[src/rtl/serial_feeder.sv]
// Parallel-to-serial front end for the bit-serial sequence detectors: W-bit words in over valid/ready, one bit per clock out on x.
// Define SERIAL_FEEDER_LSB_FIRST_EN to shift din[0] first instead of din[W-1].
module serial_feeder #(
  parameter int W  = 8,
  parameter int CW = 5
) (
  input  logic         clk,
  input  logic         rst,
  input  logic [W-1:0] din,
  input  logic         din_valid,
  output logic         din_ready,
  output logic         x,
  output logic         x_valid,
  output logic         x_last,
  output logic         busy
);

  localparam logic [CW-1:0] LAST_CNT = CW'(W - 1);

  typedef enum logic {
    IDLE  = 1'b0,
    SHIFT = 1'b1
  } state_t;

  state_t         state_reg, state_next;
  logic [W-1:0]   shreg_reg, shreg_next, shreg_shifted;
  logic [CW-1:0]  cnt_reg, cnt_next, cnt_inc;
  logic           x_valid_reg, x_valid_next;
  logic           x_last_reg, x_last_next;
  logic           at_last;
  logic           accept;

  // Ready on the last-bit cycle too, so back-to-back words leave no bubble on x.
  assign at_last   = (state_reg == SHIFT) && (cnt_reg == LAST_CNT);
  assign din_ready = rst && ((state_reg == IDLE) || at_last);
  assign accept    = din_valid && din_ready;
  assign cnt_inc   = cnt_reg + 1'b1;

`ifdef SERIAL_FEEDER_LSB_FIRST_EN
  assign x             = shreg_reg[0];
  assign shreg_shifted = shreg_reg >> 1;
`else
  assign x             = shreg_reg[W-1];
  assign shreg_shifted = shreg_reg << 1;
`endif

  assign x_valid = x_valid_reg;
  assign x_last  = x_last_reg;
  assign busy    = (state_reg == SHIFT);

  always_ff @(posedge clk or negedge rst) begin
    if (!rst) begin
      state_reg   <= IDLE;
      shreg_reg   <= '0;
      cnt_reg     <= '0;
      x_valid_reg <= 1'b0;
      x_last_reg  <= 1'b0;
    end else begin
      state_reg   <= state_next;
      shreg_reg   <= shreg_next;
      cnt_reg     <= cnt_next;
      x_valid_reg <= x_valid_next;
      x_last_reg  <= x_last_next;
    end
  end

  always_comb begin
    state_next = state_reg;
    case (state_reg)
      IDLE:    if (accept) state_next = SHIFT;
      SHIFT:   if (at_last && !accept) state_next = IDLE;
      default: state_next = IDLE;
    endcase
  end

  always_comb begin
    shreg_next   = shreg_reg;
    cnt_next     = cnt_reg;
    x_valid_next = x_valid_reg;
    x_last_next  = x_last_reg;
    if (accept) begin
      shreg_next   = din;
      cnt_next     = '0;
      x_valid_next = 1'b1;
      x_last_next  = (W == 1);
    end else if (state_reg == SHIFT) begin
      if (!at_last) begin
        shreg_next  = shreg_shifted;
        cnt_next    = cnt_inc;
        x_last_next = (cnt_inc == LAST_CNT);
      end else begin
        // Word finished with nothing queued: park x at 0.
        shreg_next   = '0;
        x_valid_next = 1'b0;
        x_last_next  = 1'b0;
      end
    end
  end

endmodule

[config.mk]
export PLATFORM = sky130hd
export DESIGN_NAME = serial_feeder
export DESIGN_NICKNAME = d
export VERILOG_FILES = /design/src/rtl/serial_feeder.sv
export SDC_FILE = /design/constraint.sdc
export NUM_CORES = 1
export LEC_CHECK = 0
export ABC_AREA = 1
export ABC_CLOCK_PERIOD_IN_PS = 1900
export CAP_MARGIN = 25
export CORE_MARGIN = 4
export CORE_UTILIZATION = 28
export DETAILED_ROUTE_END_ITERATION = 16
export HOLD_SLACK_MARGIN = 0.15
export SETUP_SLACK_MARGIN = 0.3
export SLEW_MARGIN = 20
export SYNTH_ARGS = -nofsm -noshare
export SYNTH_HDL_FRONTEND = slang
export SYNTH_SLANG_ARGS = --single-unit
[constraint.sdc]
create_clock -name clk -period 1.9 [get_ports clk]
set_input_delay 0.38 -clock clk [delete_from_list [all_inputs] [get_ports clk]]
set_output_delay 0.38 -clock clk [all_outputs]
set_load 0.05 [all_outputs]
Word level (Yosys, flattened, before mapping) --
Index checks and enable logic that the tools add are counted.
Storage, ports and cells: bits in latches 0, bits in read-only memories 0, memories 0, bits in registers 16, RAM bits 0, logic and storage cells 35
Operators by class: reductions and logical operators 10, shift-type cells 0, mux-type cells 15, div/mod/pow operators 0, equality and inequality tests 3, bitwise gates (word level) 1, multiply operators 0, magnitude comparators 0, add/sub/neg operators 1
Operator list (count):
- 2-to-1 mux 8 bit | 3
- 2-to-1 mux 5 bit | 3
- equality test 5 x 3 -> 1 bit, second input constant | 2
- 2-to-1 mux 1 bit | 8
- adder 5 x 1 -> 5 bit, second input constant | 1
- logical AND 1 bit | 4
- AND reduction 2 bit | 2
- nonzero test 2 bit | 2
- inequality test 2 x 1 -> 1 bit, second input constant | 1
- case mux 1 bit (2 select lines) | 1
- logical NOT 1 bit | 1
- logical OR 1 bit | 1
- inverter 1 bit | 1

Longest topological paths before layout --
Gate-level depths: netlist (run 1).
depth in word-level cells 9, depth in mapped cells 8, mapped depth without buffers 8

Worst setup path before layout (run 1) --
Ideal clock, no wire load.
kind reg-to-output, start register cnt_reg[0], end output port din_ready, setup slack -0.088 ns, cell stages (with the launch flop) 8, required time 1.520 ns, arrival time 1.608 ns, cells stage by stage dfrtp_1 -> ha_1 -> nand2_2 -> inv_2 -> nand2_4 -> nand2_8 -> inv_2 -> nor2_1
Between the ends: cells in the longest elaborated chain, start to end 4
RTL lines:
- from (decl) | RTL line 27 | logic [CW-1:0] cnt_reg, cnt_next, cnt_inc;
- from (signal assigned) | RTL line 61 | cnt_reg <= cnt_next;
- equality test 5 x 3 -> 1 bit | RTL line 34 | assign at_last = (state_reg == SHIFT) && (cnt_reg == LAST_CNT);
- logical AND 1 bit | RTL line 34
- logical OR 1 bit | RTL line 35 | assign din_ready = rst && ((state_reg == IDLE) || at_last);
- logical AND 1 bit | RTL line 35
- to (decl) | RTL line 11 | output logic din_ready,
No other way between the ends.

Final worst setup path (run 1) --
Ends and elaborated chain as after synthesis.

==> impl_metrics.toml, run 1 <==
[outcome]
status = "completed"

[timing]
layout_min_cycle_time_ns = 1.790
setup_violations = 0
finClkSkew_ns = 0.004692
final-hold-violation-count = 0
finalSetupTns_ns = 0
min_period_over_period_pct = 94.22
hold_ws_ns = 0.4639
fmax_mhz = 558.6
final_max_slew_viol_count = 0
worstMarginPinSlew_ns = 0.4887
relSlewSlack_pct = 67.55
rsz0062_at_grt = "yes"

[global_routing]
grt_start_max_net_pins = 26
grt_use_total_pct = 9.618
grt_pass1_wl_um = 3167
grt_overflow_total = 0
grt_pass1_vias = 763
grt_antenna_before_repair = 0

[placed_design]
place_hpwl_um = 1279
port-buffer-count = 15
gp_congestion = 0.8185
dp.cells = 140
place_area_sq_mm = 0.001035

[route]
post_drt_wl_per_cell_um = 11.66
drc = 0
drt_wl_total_um = 1737
vias = 731
vias_per_cell = 4.906
drtAntennaViolNets = 0
drt-pass1-iter-count = 3
drt_iter0_drc = 14

[power_and_ir_drop]
p_per_area_mw_per_mm2 = 1488
p_total_uw = 1664
p_leak_uw = 0.0005265
vdd_drop_max_mv = 0.5135

[final_layout]
areaGrowthSynthToFinish_pct = 33.04
final_area_sq_mm = 0.001119
nets = 132
largest_reg_flops = 8
diodes = 0
final_common_cell = "nand2_1"
layout_common_cells = "nand2_1 (24), dfrtp_1 (16), nand3_1 (12)"
layout-drive-gt1-share_pct = 18.64
fin_cells = 149

[setup_path]
criticalPathCategory = "reg2out"
cp_max_fo = 4
required_ns = 1.52
critPathArrivalTime_ns = 1.41
critPathCaptureType = "output port"
crit_path_start_kind = "flip-flop"

[clock_tree]
cts_tree = "done"
clk_pin_slew_ns = 0.09
clock_path_buffers = 2
numCtsBuffers = 3
root_buffer = "clkbuf_4"
clk_latency_ns = 0.28
cts_htree_levels = 1
cts_sinks = 16

[floorplanning]
initial_utilization_pct = 29.97
io_pins = 16
die_area_sq_mm = 0.003944
design.core.area_sq_mm = 0.002805
die_h_um = 62.80
rows = 19
die_w_um = 62.80

[yosys]
syn-mean-instance-area_sq_um = 8.851
ys_types = 19
syn_nets = 108
ys_seq_area_share_pct = 47.62
synth.largest_area_cell = "dfrtp_1"
syn_area_sq_um = 840.8
synthCells = 95
ys_ff_latch = 16
yosysWarnings = 0
synth.area.top_cells = "dfrtp_1 (48%), nand2_1 (11%), nand3_1 (7.1%), nand4_1 (6.0%), o211ai_1 (4.5%)"
netlist.area_leader.share_pct = 47.62

[worst_hold_path]
hold_path.class = "in2async"

[run]
drv_cap = 0
## layer usage
metal  wire length, um  global-route usage [%]
met5                 0                       0
met4                13                   3.306
met3                39                   1.259
met2               848                   16.11
met1               835                   12.68
## power breakdown
group	internal [uW]	switching, uW
Sequential	481	117
Combinational	323	523
Clock	117	103
Total	920	744
## critical path, cell delays in order (launching register included)
cell      delay [ns]
dfrtp_1         0.37
ha_2            0.21
nand2_4         0.07
inv_4           0.06
nand2_4         0.06
nand2_8         0.08
clkinv_8        0.05
nor2_4          0.09
buf_12          0.14
## logic make-up after synthesis
group                      synth area share, %
and+or+nand+nor                          30.80
DFF                                      47.62
AOI/OAI and AO/OA                        9.970
buffers and inverters                    8.631
adders and majority gates                2.976
## metrics by stage
step	setup slack, ns	utilization (%)
4_1_cts	0.06489	38.85
3_3_place_gp	0.2121	36.89
6_report	0.1099	39.88
3_5_place_dp	0.1906	36.89
2_1_floorplan	0.2958	-
5_1_grt	0.02805	39.88
## final cells by class
class / count / area (sq um)
Clock buffer: 4 / 36.28
Sequential cell: 16 / 400.4
Timing Repair Buffer: 22 / 207.7
Tap cell: 31 / 38.79
Multi-Input combinational cell: 66 / 382.9
Fill cell: 298 / 1687
Inverter: 10 / 52.55
## cell usage after synthesis
| cell type | n |
|---|---|
| nand3_1 | 12 |
| nand4_1 | 8 |
| dfrtp_1 | 16 |
| inv_2 | 2 |
| buf_12 | 1 |
| o211ai_1 | 5 |
| a21oi_2 | 1 |
| inv_1 | 8 |
| nand2_4 | 1 |
| nand2_2 | 1 |
| nand2_8 | 1 |
| o21ai_0 | 5 |
| nor2_1 | 3 |
| nand2_1 | 24 |
| ha_1 | 2 |
| buf_4 | 2 |
| nand3_2 | 1 |
| o21ai_1 | 1 |
| o21bai_1 | 1 |
## path summary, 6_finish.rpt
check / start / to / slack (ns) / depth (start not counted)
min: rst / shreg_reg[2] / 0.46 / 2
min in group clk: shreg_reg[7] / shreg_reg[7] / 0.49 / 2
min reg2reg: shreg_reg[7] / shreg_reg[7] / 0.49 / 2
max reg2reg: cnt_reg[0] / cnt_reg[1] / 0.51 / 8
max: cnt_reg[0] / din_ready / 0.11 / 8
max in group asynchronous: rst / shreg_reg[6] / 1.21 / 2
## timing repair
action,CTS,global route
hold buffers,0,0
resized for setup,3,4
pin swaps,0,2
setup buffers,3,2
cloned,0,0
endpoints found under the setup margin,4,2
hold endpoints to repair,0,0
No activity file was read; power rests on OpenSTA's default activity.
==> run 2, diff against run 1 <==
- ABC_AREA: 1 -> default
==> impl_metrics.toml, run 2 <==
[outcome]
status = "completed"

[route]
post_drt_wl_per_cell_um = 14.82
drt_wl_total_um = 1927
drt_iter0_drc = 24
vias = 669
drc = 0
drt-pass1-iter-count = 4
drtAntennaViolNets = 0
vias_per_cell = 5.146

[yosys]
yosysMostFrequentCell = "dfrtp_1"
async_reset_ff_share_pct = 100.0
syn_nets = 83
synthCells = 70
netlist.area_leader.share_pct = 50.71
synth_edf_count = 0
ys_ff_latch = 16
ys_types = 25
synth_common_cells = "dfrtp_1 (16), and2_1 (8), a221o_1 (7)"
synth-main-ff-cell = "dfrtp_1"
yosysWarnings = 0
syn-mean-instance-area_sq_um = 11.28
synth.area.top_cells = "dfrtp_1 (51%), a221o_1 (8.9%), and2_1 (6.3%), a21oi_1 (3.2%), ha_1 (3.2%)"
ys_seq_area_share_pct = 50.71
syn_area_sq_um = 789.5
synth.largest_area_cell = "dfrtp_1"

[placed_design]
port-buffer-count = 15
gp_congestion = 0.7781
place_hpwl_um = 1284

[power_and_ir_drop]
p_total_uw = 1715
intPower_uw = 1049
p_leak_uw = 0.0005188
swShare_pct = 38.84
vdd_drop_max_mv = 0.9030
p_seq_share_pct = 35.8
power_frac_clock_pct = 13.4
comb_power_share_pct = 50.8
power.switching_uw = 666.3
p_per_area_mw_per_mm2 = 1497

[floorplanning]
die_h_um = 61.10
rows = 18
initial_utilization_pct = 30.48
die_w_um = 61.10
io_pins = 16
design.core.area_sq_mm = 0.002590
die_area_sq_mm = 0.003733

[setup_path]
required_ns = 1.52
crit_path_start_kind = "flip-flop"
reg2reg_to = "cnt_reg[1]"
r2r_setup_slack_ns = 0.13
critPathMaxStageDelay_ns = 0.42
rr_startpoint = "cnt_reg[0]"
crit_chain = "ha_4 > nand4bb_4 > nand2_2 > and2_4 > buf_12"
cp_num_buf_inv = 1
critPathSlowestCell = "dfrtp_1"
critPathArrivalTime_ns = 1.40
cp_max_fo = 6
cpLargestDelayFamily = "flip-flops"
critPathCaptureType = "output port"
r2r_cells = 11
crit_start = "cnt_reg[0]"
criticalPathCategory = "reg2out"

[timing]
final_max_slew_viol_count = 0
finalSetupTns_ns = 0
min_period_over_period_pct = 93.79
fmax_mhz = 561.2
relSlewSlack_pct = 64.02
layout_min_cycle_time_ns = 1.782
worstMarginPinSlew_ns = 0.5396
setup_violations = 0
final-hold-violation-count = 0
finClkSkew_ns = 0.006624
rsz0062_at_grt = "yes"

[final_layout]
areaGrowthSynthToFinish_pct = 45.17
nets = 114
largest_reg_flops = 8
diodes = 0
layout_common_cells = "dfrtp_1 (15), buf_4 (11), clkdlybuf4s50_1 (10)"
layout-drive-gt1-share_pct = 30.00
final_core_util_pct = 44.25
final_common_cell = "dfrtp_1"

[global_routing]
grt_antenna_before_repair = 0
grt_overflow_total = 0
grt_use_total_pct = 11.27
grt_start_max_net_pins = 17
grt_pass1_wl_um = 3098
grt_pass1_vias = 650

[clock_tree]
cts_sinks = 16
root_buffer = "clkbuf_4"
cts_htree_levels = 1
cts_tree = "done"
clk_pin_slew_ns = 0.10
clk_latency_ns = 0.29
hold_buffers = 0
clock_path_buffers = 2
numCtsBuffers = 3

[run]
drv_cap = 0

[worst_hold_path]
hold_path.class = "in2async"
[run 2: cell types whose count changed after synthesis, sizes merged, moves of 4 or more]
cell and delta:
nand2 -22, nand3 -10, and2 +9, inv -9, a221o +7, nand4 -6, a21oi +4, o211ai -4
[run 2: what timing repair did]
item	in CTS	in global routing
pin swaps	2	2
gates resized for setup	3	11
buffers inserted	7	2
endpoints found under the setup margin	9	12
endpoints found under the hold margin	0	0
[run 2: cell families (layout without fill, tap and decap cells)]
kind of cell    Yosys count  count (layout)  share of synthesized area (%)
xor+xnor                  2               2                          2.219
flops                    16              16                          50.71
fa+ha+maj                 2               2                          3.169
buf+inv                   3              33                          2.376
compound gates           19              19                          17.91
simple gates             26              26                          21.08
mux                       2               2                          2.536
[run 2: stage by stage]
stage / hold WS [ns] / cells / instance area, sq um / worst slack (ns)
final: 0.2910 / 130 / 1146 / 0.1181
after global routing: 0.2794 / 130 / 1146 / 0.06078
after CTS: 0.2799 / 128 / 1099 / 0.06739
after detailed placement: 0.4905 / 117 / 998.5 / 0.1020
after global placement: 0.4849 / 117 / 998.5 / 0.1181
after floorplan: 0.08441 / 70 / 794.5 / 0.3543
[run 2: worst max path at each step]
stage	to	depth (start not counted)	slack, ns
6_report	din_ready	5	0.12
5_1_grt	din_ready	5	0.06
4_1_cts	din_ready	5	0.07
3_5_place_dp	shreg_reg[1]	4	0.10
3_3_place_gp	shreg_reg[4]	4	0.12
2_1_floorplan	din_ready	4	0.35
[run 2: area by class of cell]
class / instances / area [sq um]
Fill cell: 255 / 1444
Inverter: 1 / 3.754
Sequential cell: 16 / 401.6
Timing Repair Buffer: 28 / 264.0
Clock buffer: 4 / 36.28
Multi-Input combinational cell: 51 / 402.9
Tap cell: 30 / 37.54
[run 2: power groups by stage]
stage	logic (uW)	registers (uW)	clock network, uW
floorplan	385	678	0
global placement	651	606	0
detailed placement	662	608	0
CTS	777	602	238
global route	954	633	260
finish	872	614	230
[run 2: per-layer routing]
layer | GRT usage (%) | vias to the layer above | part of all wire [%]
li1 | - | 329 | -
met1 | 15.35 | 324 | 47
met2 | 17.52 | 16 | 47
met3 | 4.612 | 0 | 6.6
met4 | 0.9288 | 0 | 0
met5 | 0 | - | 0
==> RTL change 1: new RTL, settings of run 1 <==
Take the reset off `shreg_reg` and load it in a clocked block of its own.
--- a/src/rtl/serial_feeder.sv
+++ b/src/rtl/serial_feeder.sv
@@ -51,17 +51,19 @@
   always_ff @(posedge clk or negedge rst) begin
     if (!rst) begin
       state_reg   <= IDLE;
-      shreg_reg   <= '0;
       cnt_reg     <= '0;
       x_valid_reg <= 1'b0;
       x_last_reg  <= 1'b0;
     end else begin
       state_reg   <= state_next;
-      shreg_reg   <= shreg_next;
       cnt_reg     <= cnt_next;
       x_valid_reg <= x_valid_next;
       x_last_reg  <= x_last_next;
     end
+  end
+
+  always_ff @(posedge clk) begin
+    shreg_reg <= shreg_next;
   end
 
   always_comb begin
Function: differs if rst is asserted again (counterexample within 4 cycles, from zero or initial values and one cycle with rst low); with rst held inactive, the same outputs for 10 cycles.
==> RTL change 1 against run 1 <==
Design area up 20%; total power grew 23%; wire length is 21% higher; sequential share of layout area fell by 3.0 points; worst setup slack lost 0.0074 ns; die area is 5.8% higher; sequential cell count unchanged; area after synthesis up 6.7%; non-clock buffer count grew 10; cell count increased by 24%; highest routed layer unchanged; register-to-register slack worse by 0.36 ns.
==> RTL change 1: results (changes against run 1) <==
| Metric | Value |
|---|---|
| Worst Clk Skew | `0.00793 ns (+0.00324 ns)` |
| Overall routing resource usage | `10.7% (+1.1 points)` |
| Status | `complete, no violations` |
| Met2 wire length | `1030 um (+21%)` |
| Vias in the first global route | `772 (+1.2%)` |
| Post-DR vias/cell | `4.44 (-9.5%)` |
| Synthesized area per cell | `8.38 um2 (-5.3%)` |
| Crit path max fanout | `3 (-1)` |
| Met2 usage | `17.1% (+1.0 points)` |
| DRT met1 WL | `946 um (+13%)` |
| Switching share of power | `41.4% (-3.3 points)` |
| Met3 Use GR | `3.12% (+1.9 points)` |
| Fraction of layout cells with a size suffix above 1 | `28.4% (+9.7 points)` |
| Leak pwr | `0.657 nW (+25%)` |
| Post-route insts no fill | `185 (+24%)` |
| GPL Wtd Cong | `0.795 (-2.9%)` |
| Sequential fraction of the synthesis area | `49.1% (+1.5 points)` |
| Power Clock | `0.178 mW (-19%)` |
| Placed cells | `166 (+19%)` |
| WL/cell | `11.4 um (-2.5%)` |
| First-pass DRT Iterations | `4 (+1)` |
| Fillers | `304 (+2.0%)` |
| Largest net degree at the start of global routing | `18 (-31%)` |
| Met1 Usage GRT | `13.4% (+0.68 points)` |
| Final net count | `155 (+17%)` |
| Prevailing post-synth register cell | `edfxtp_1` |
| First-pass GRT wire length | `3470 um (+9.6%)` |
| Root Buffer | `clkbuf_4` |
| Fraction of registers with async set/reset | `50.0% (-50 points)` |
| EDFF count, synth | `8 (+8)` |
| Initial DRC Count | `45 (+31)` |
| Part of the power in registers | `32.5% (-3.5 points)` |
| Cell Area, Placed | `1120 um2 (+8.5%)` |
| Routed wl met3 | `94 um (+140%)` |
| Unique cell type count in the Yosys netlist | `18 (-1)` |
| Post-synth top cells | `37 x nand2_1, 17 x inv_1, 8 x dfrtp_1, 8 x edfxtp_1, 8 x nand4_1` |
| Worst min path class | `reg2reg` |
| Synth area leaders | `edfxtp_1 27%, dfrtp_1 22%, nand2_1 15%` |
| Max VDD drop | `0.486 mV (-5.4%)` |
## RTL change 1: cell count changes in the layout (fill, tap and decap cells not counted), sizes merged
cell	change
or2	+1
nand3	-4
inv	+9
o21ai	-5
dfrtp	-8
buf	+11
clkdlybuf4s15	-1
edfxtp	+8
nand2	+13
o21bai	-1
clkinv	-1
nor2	+1
## RTL change 1: kinds of logic after synthesis
kind of cell             synth area share, %
adder cells (fa/ha/maj)                 2.79
AO/OA/AOI/OAI                           5.30
buffers and inverters                   10.9
flip-flops                              49.1
AND/OR/NAND/NOR                         31.9
## RTL change 1: path summary, 6_finish.rpt
kind / startpoint / end / slack, ns / cells after the start
max: cnt_reg[0] / din_ready / 0.10 / 8
min: x_valid / x_valid / 0.49 / 2
max reg2reg: cnt_reg[0] / shreg_reg[2] / 0.15 / 12
min reg2reg: x_valid / x_valid / 0.49 / 2
max in group asynchronous: rst / busy / 1.27 / 2
min in group asynchronous: rst / cnt_reg[2] / 0.50 / 2
## RTL change 1: area by class of cell
| class | instances | area (um2) | area share [%] |
|---|---|---|---|
| Clock buffer | 4 | 26.3 | 1.96 |
| Inverter | 18 | 67.6 | 5.04 |
| Multi-Input combinational cell | 71 | 409 | 30.5 |
| Sequential cell | 16 | 440 | 32.8 |
| Tap cell | 44 | 55.1 | 4.10 |
| Timing Repair Buffer | 32 | 343 | 25.6 |
## RTL change 1: timing repair
item | CTS | global route
setup endpoints to repair | 10 | 16
pin swaps | 4 | 3
buffers inserted | 12 | 1
gates resized for setup | 8 | 12
gates cloned | 2 | 0
hold endpoints to repair | 0 | 0
## RTL change 1: per-stage QoR
step / worst slack, ns / util [%]
global route: -0.00530 / 43.9
detailed placement: 0.155 / 36.8
finish: 0.102 / 43.9
floorplan: 0.302 / -
CTS: 0.0840 / 42.5
global placement: 0.172 / 36.8
==> RTL change 2: new RTL, settings of run 1 <==
Without the edit above. Change the parameter `W` from 8 to 9.
--- a/src/rtl/serial_feeder.sv
+++ b/src/rtl/serial_feeder.sv
@@ -1,7 +1,7 @@
 // Parallel-to-serial front end for the bit-serial sequence detectors: W-bit words in over valid/ready, one bit per clock out on x.
 // Define SERIAL_FEEDER_LSB_FIRST_EN to shift din[0] first instead of din[W-1].
 module serial_feeder #(
-  parameter int W  = 8,
+  parameter int W  = 9,
   parameter int CW = 5
 ) (
   input  logic         clk,
Interface: changed (resized din); port bits go from 16 to 17. No check against the original RTL was run, so the function may have changed too.
==> RTL change 2 against run 1 <==
Wire length is 20% higher; area after synthesis is 8.8% higher; sequential cell count is 1 higher; register-to-register slack worse by 0.13 ns; clock power is 11% lower; non-clock buffer count is 2 higher; total power is 1.8% lower; global-route usage is 0.59 points higher; design area is 9.1% higher; first-iteration DRC count is 120% higher; worst setup slack worse by 0.0062 ns; critical endpoint unchanged; largest cell class is now multi-input gates; highest routed layer unchanged.
==> RTL change 2: results (changes against run 1) <==
| Metric | Value |
|---|---|
| Status | `complete, no violations` |
| GPL Wtd Cong | `0.806 (-1.5%)` |
| Worst Setup Slack post-DPL | `0.201 ns (+0.0105 ns)` |
| Crit path max fanout | `4 (unchanged)` |
| Sequential fraction of the synthesis area | `46.5% (-1.1 points)` |
| Power Clock | `0.195 mW (-11%)` |
| Level count of the clock H-tree | `1 (unchanged)` |
| Post-DR vias/cell | `4.81 (-2.0%)` |
| Critical Path AT | `1.42 ns` |
| Fmax achieved | `557 MHz (-0.34%)` |
| First-pass DRT Iterations | `5 (+2)` |
| Fillers | `331 (+11%)` |
| Max VDD drop | `0.500 mV (-2.7%)` |
| Cell Area, Placed | `1160 um2 (+12%)` |
| Initial DRC Count | `31 (+17)` |
| Worst Reg-to-Reg Cells | `9 (+1)` |
| Clk pin slew, worst setup/hold paths | `0.10 ns` |
| Synth area leaders | `dfrtp_1 47%, nand3_1 13%, nand2_1 8.6%` |
| Number of I/O port buffers | `16 (+1)` |
| CP max stage delay | `0.41 ns (+0.04 ns)` |
| Final net count | `147 (+11%)` |
| Post-synth top cells | `23 x nand3_1, 21 x nand2_1, 17 x dfrtp_1, 10 x inv_1, 9 x nand4_1` |
| WL/cell | `11.9 um (+2.3%)` |
| CTS-repair resized insts | `1 (-2)` |
| DPL Wire Length | `1470 um (+15%)` |
| Warnings from Yosys | `0 (unchanged)` |
| Internal power | `0.902 mW (-2.0%)` |
| Worst setup SP type | `register` |
| Number of flip-flops in the largest register | `9 (+1)` |
| Reported sequential group power | `0.599 mW (about the same)` |
| Leak pwr | `0.567 nW (+7.8%)` |
| Synthesized area per cell | `8.47 um2 (-4.3%)` |
| Unique cell type count in the Yosys netlist | `20 (+1)` |
| Root Buffer | `clkbuf_4` |
| R2R setup slack | `0.38 ns (-0.13 ns)` |
| Largest net degree at the start of global routing | `20 (-23%)` |
| Max-slew headroom | `67.6% (+0.083 points)` |
| Worst Hold Margin | `0.442 ns (-0.0222 ns)` |
| Worst min path class | `in2async` |
| Part of the power in registers | `36.7% (+0.7 points)` |
| CP max stage cell | `dfrtp_1` |
| Placed cells | `168 (+20%)` |
| First-pass GRT wire length | `3430 um (+8.3%)` |
| Vias in the first global route | `807 (+5.8%)` |
| Mapped Nets | `123 (+14%)` |
| Clock buffer depth | `2 (unchanged)` |
| Worst Clk Skew | `0.00117 ns (-0.00352 ns)` |
| Post-CTS Setup Bufs | `1 (-2)` |
| Overall routing resource usage | `10.2% (+0.59 points)` |
| R2r startpoint | `cnt_reg[1]` |
| Reg-to-Reg End | `shreg_reg[0]` |
| DRT Wirelength | `2090 um (+20%)` |
| Final Max Tran Viols | `0 (unchanged)` |
| Fraction of layout cells with a size suffix above 1 | `17.6% (-1.1 points)` |
-- RTL change 2: logic make-up after synthesis --
family / share of synthesized area (%)
AO/OA/AOI/OAI: 8.75
buffers and inverters: 8.21
flip-flops: 46.5
AND/OR/NAND/NOR: 32.4
adder cells (fa/ha/maj): 4.10
-- RTL change 2: worst register-to-register path, stage by stage (launching register included) --
cell      delay, ns
dfrtp_1        0.41
inv_1          0.06
ha_1           0.13
nand2_1        0.07
clkinv_2       0.09
nand2_8        0.06
buf_4          0.16
nand2_4        0.18
nand3_1        0.16
o21ai_1        0.15
-- RTL change 2: final cells by class --
type                       count  area, um2  share of cell area, %
clock buffer                   4       26.3                   2.15
timing repair buffer          24        235                   19.3
multi-input combinational     75        434                   35.6
sequential                    17        427                   35.0
inverter                      11       42.5                   3.49
tap                           44       55.1                   4.51
-- RTL change 2: metal layers --
layer  GRT usage (%)  wire length, um
met1            12.5              903
met2            16.3             1050
met3            3.76              115
met4            3.89               17
met5               0                0
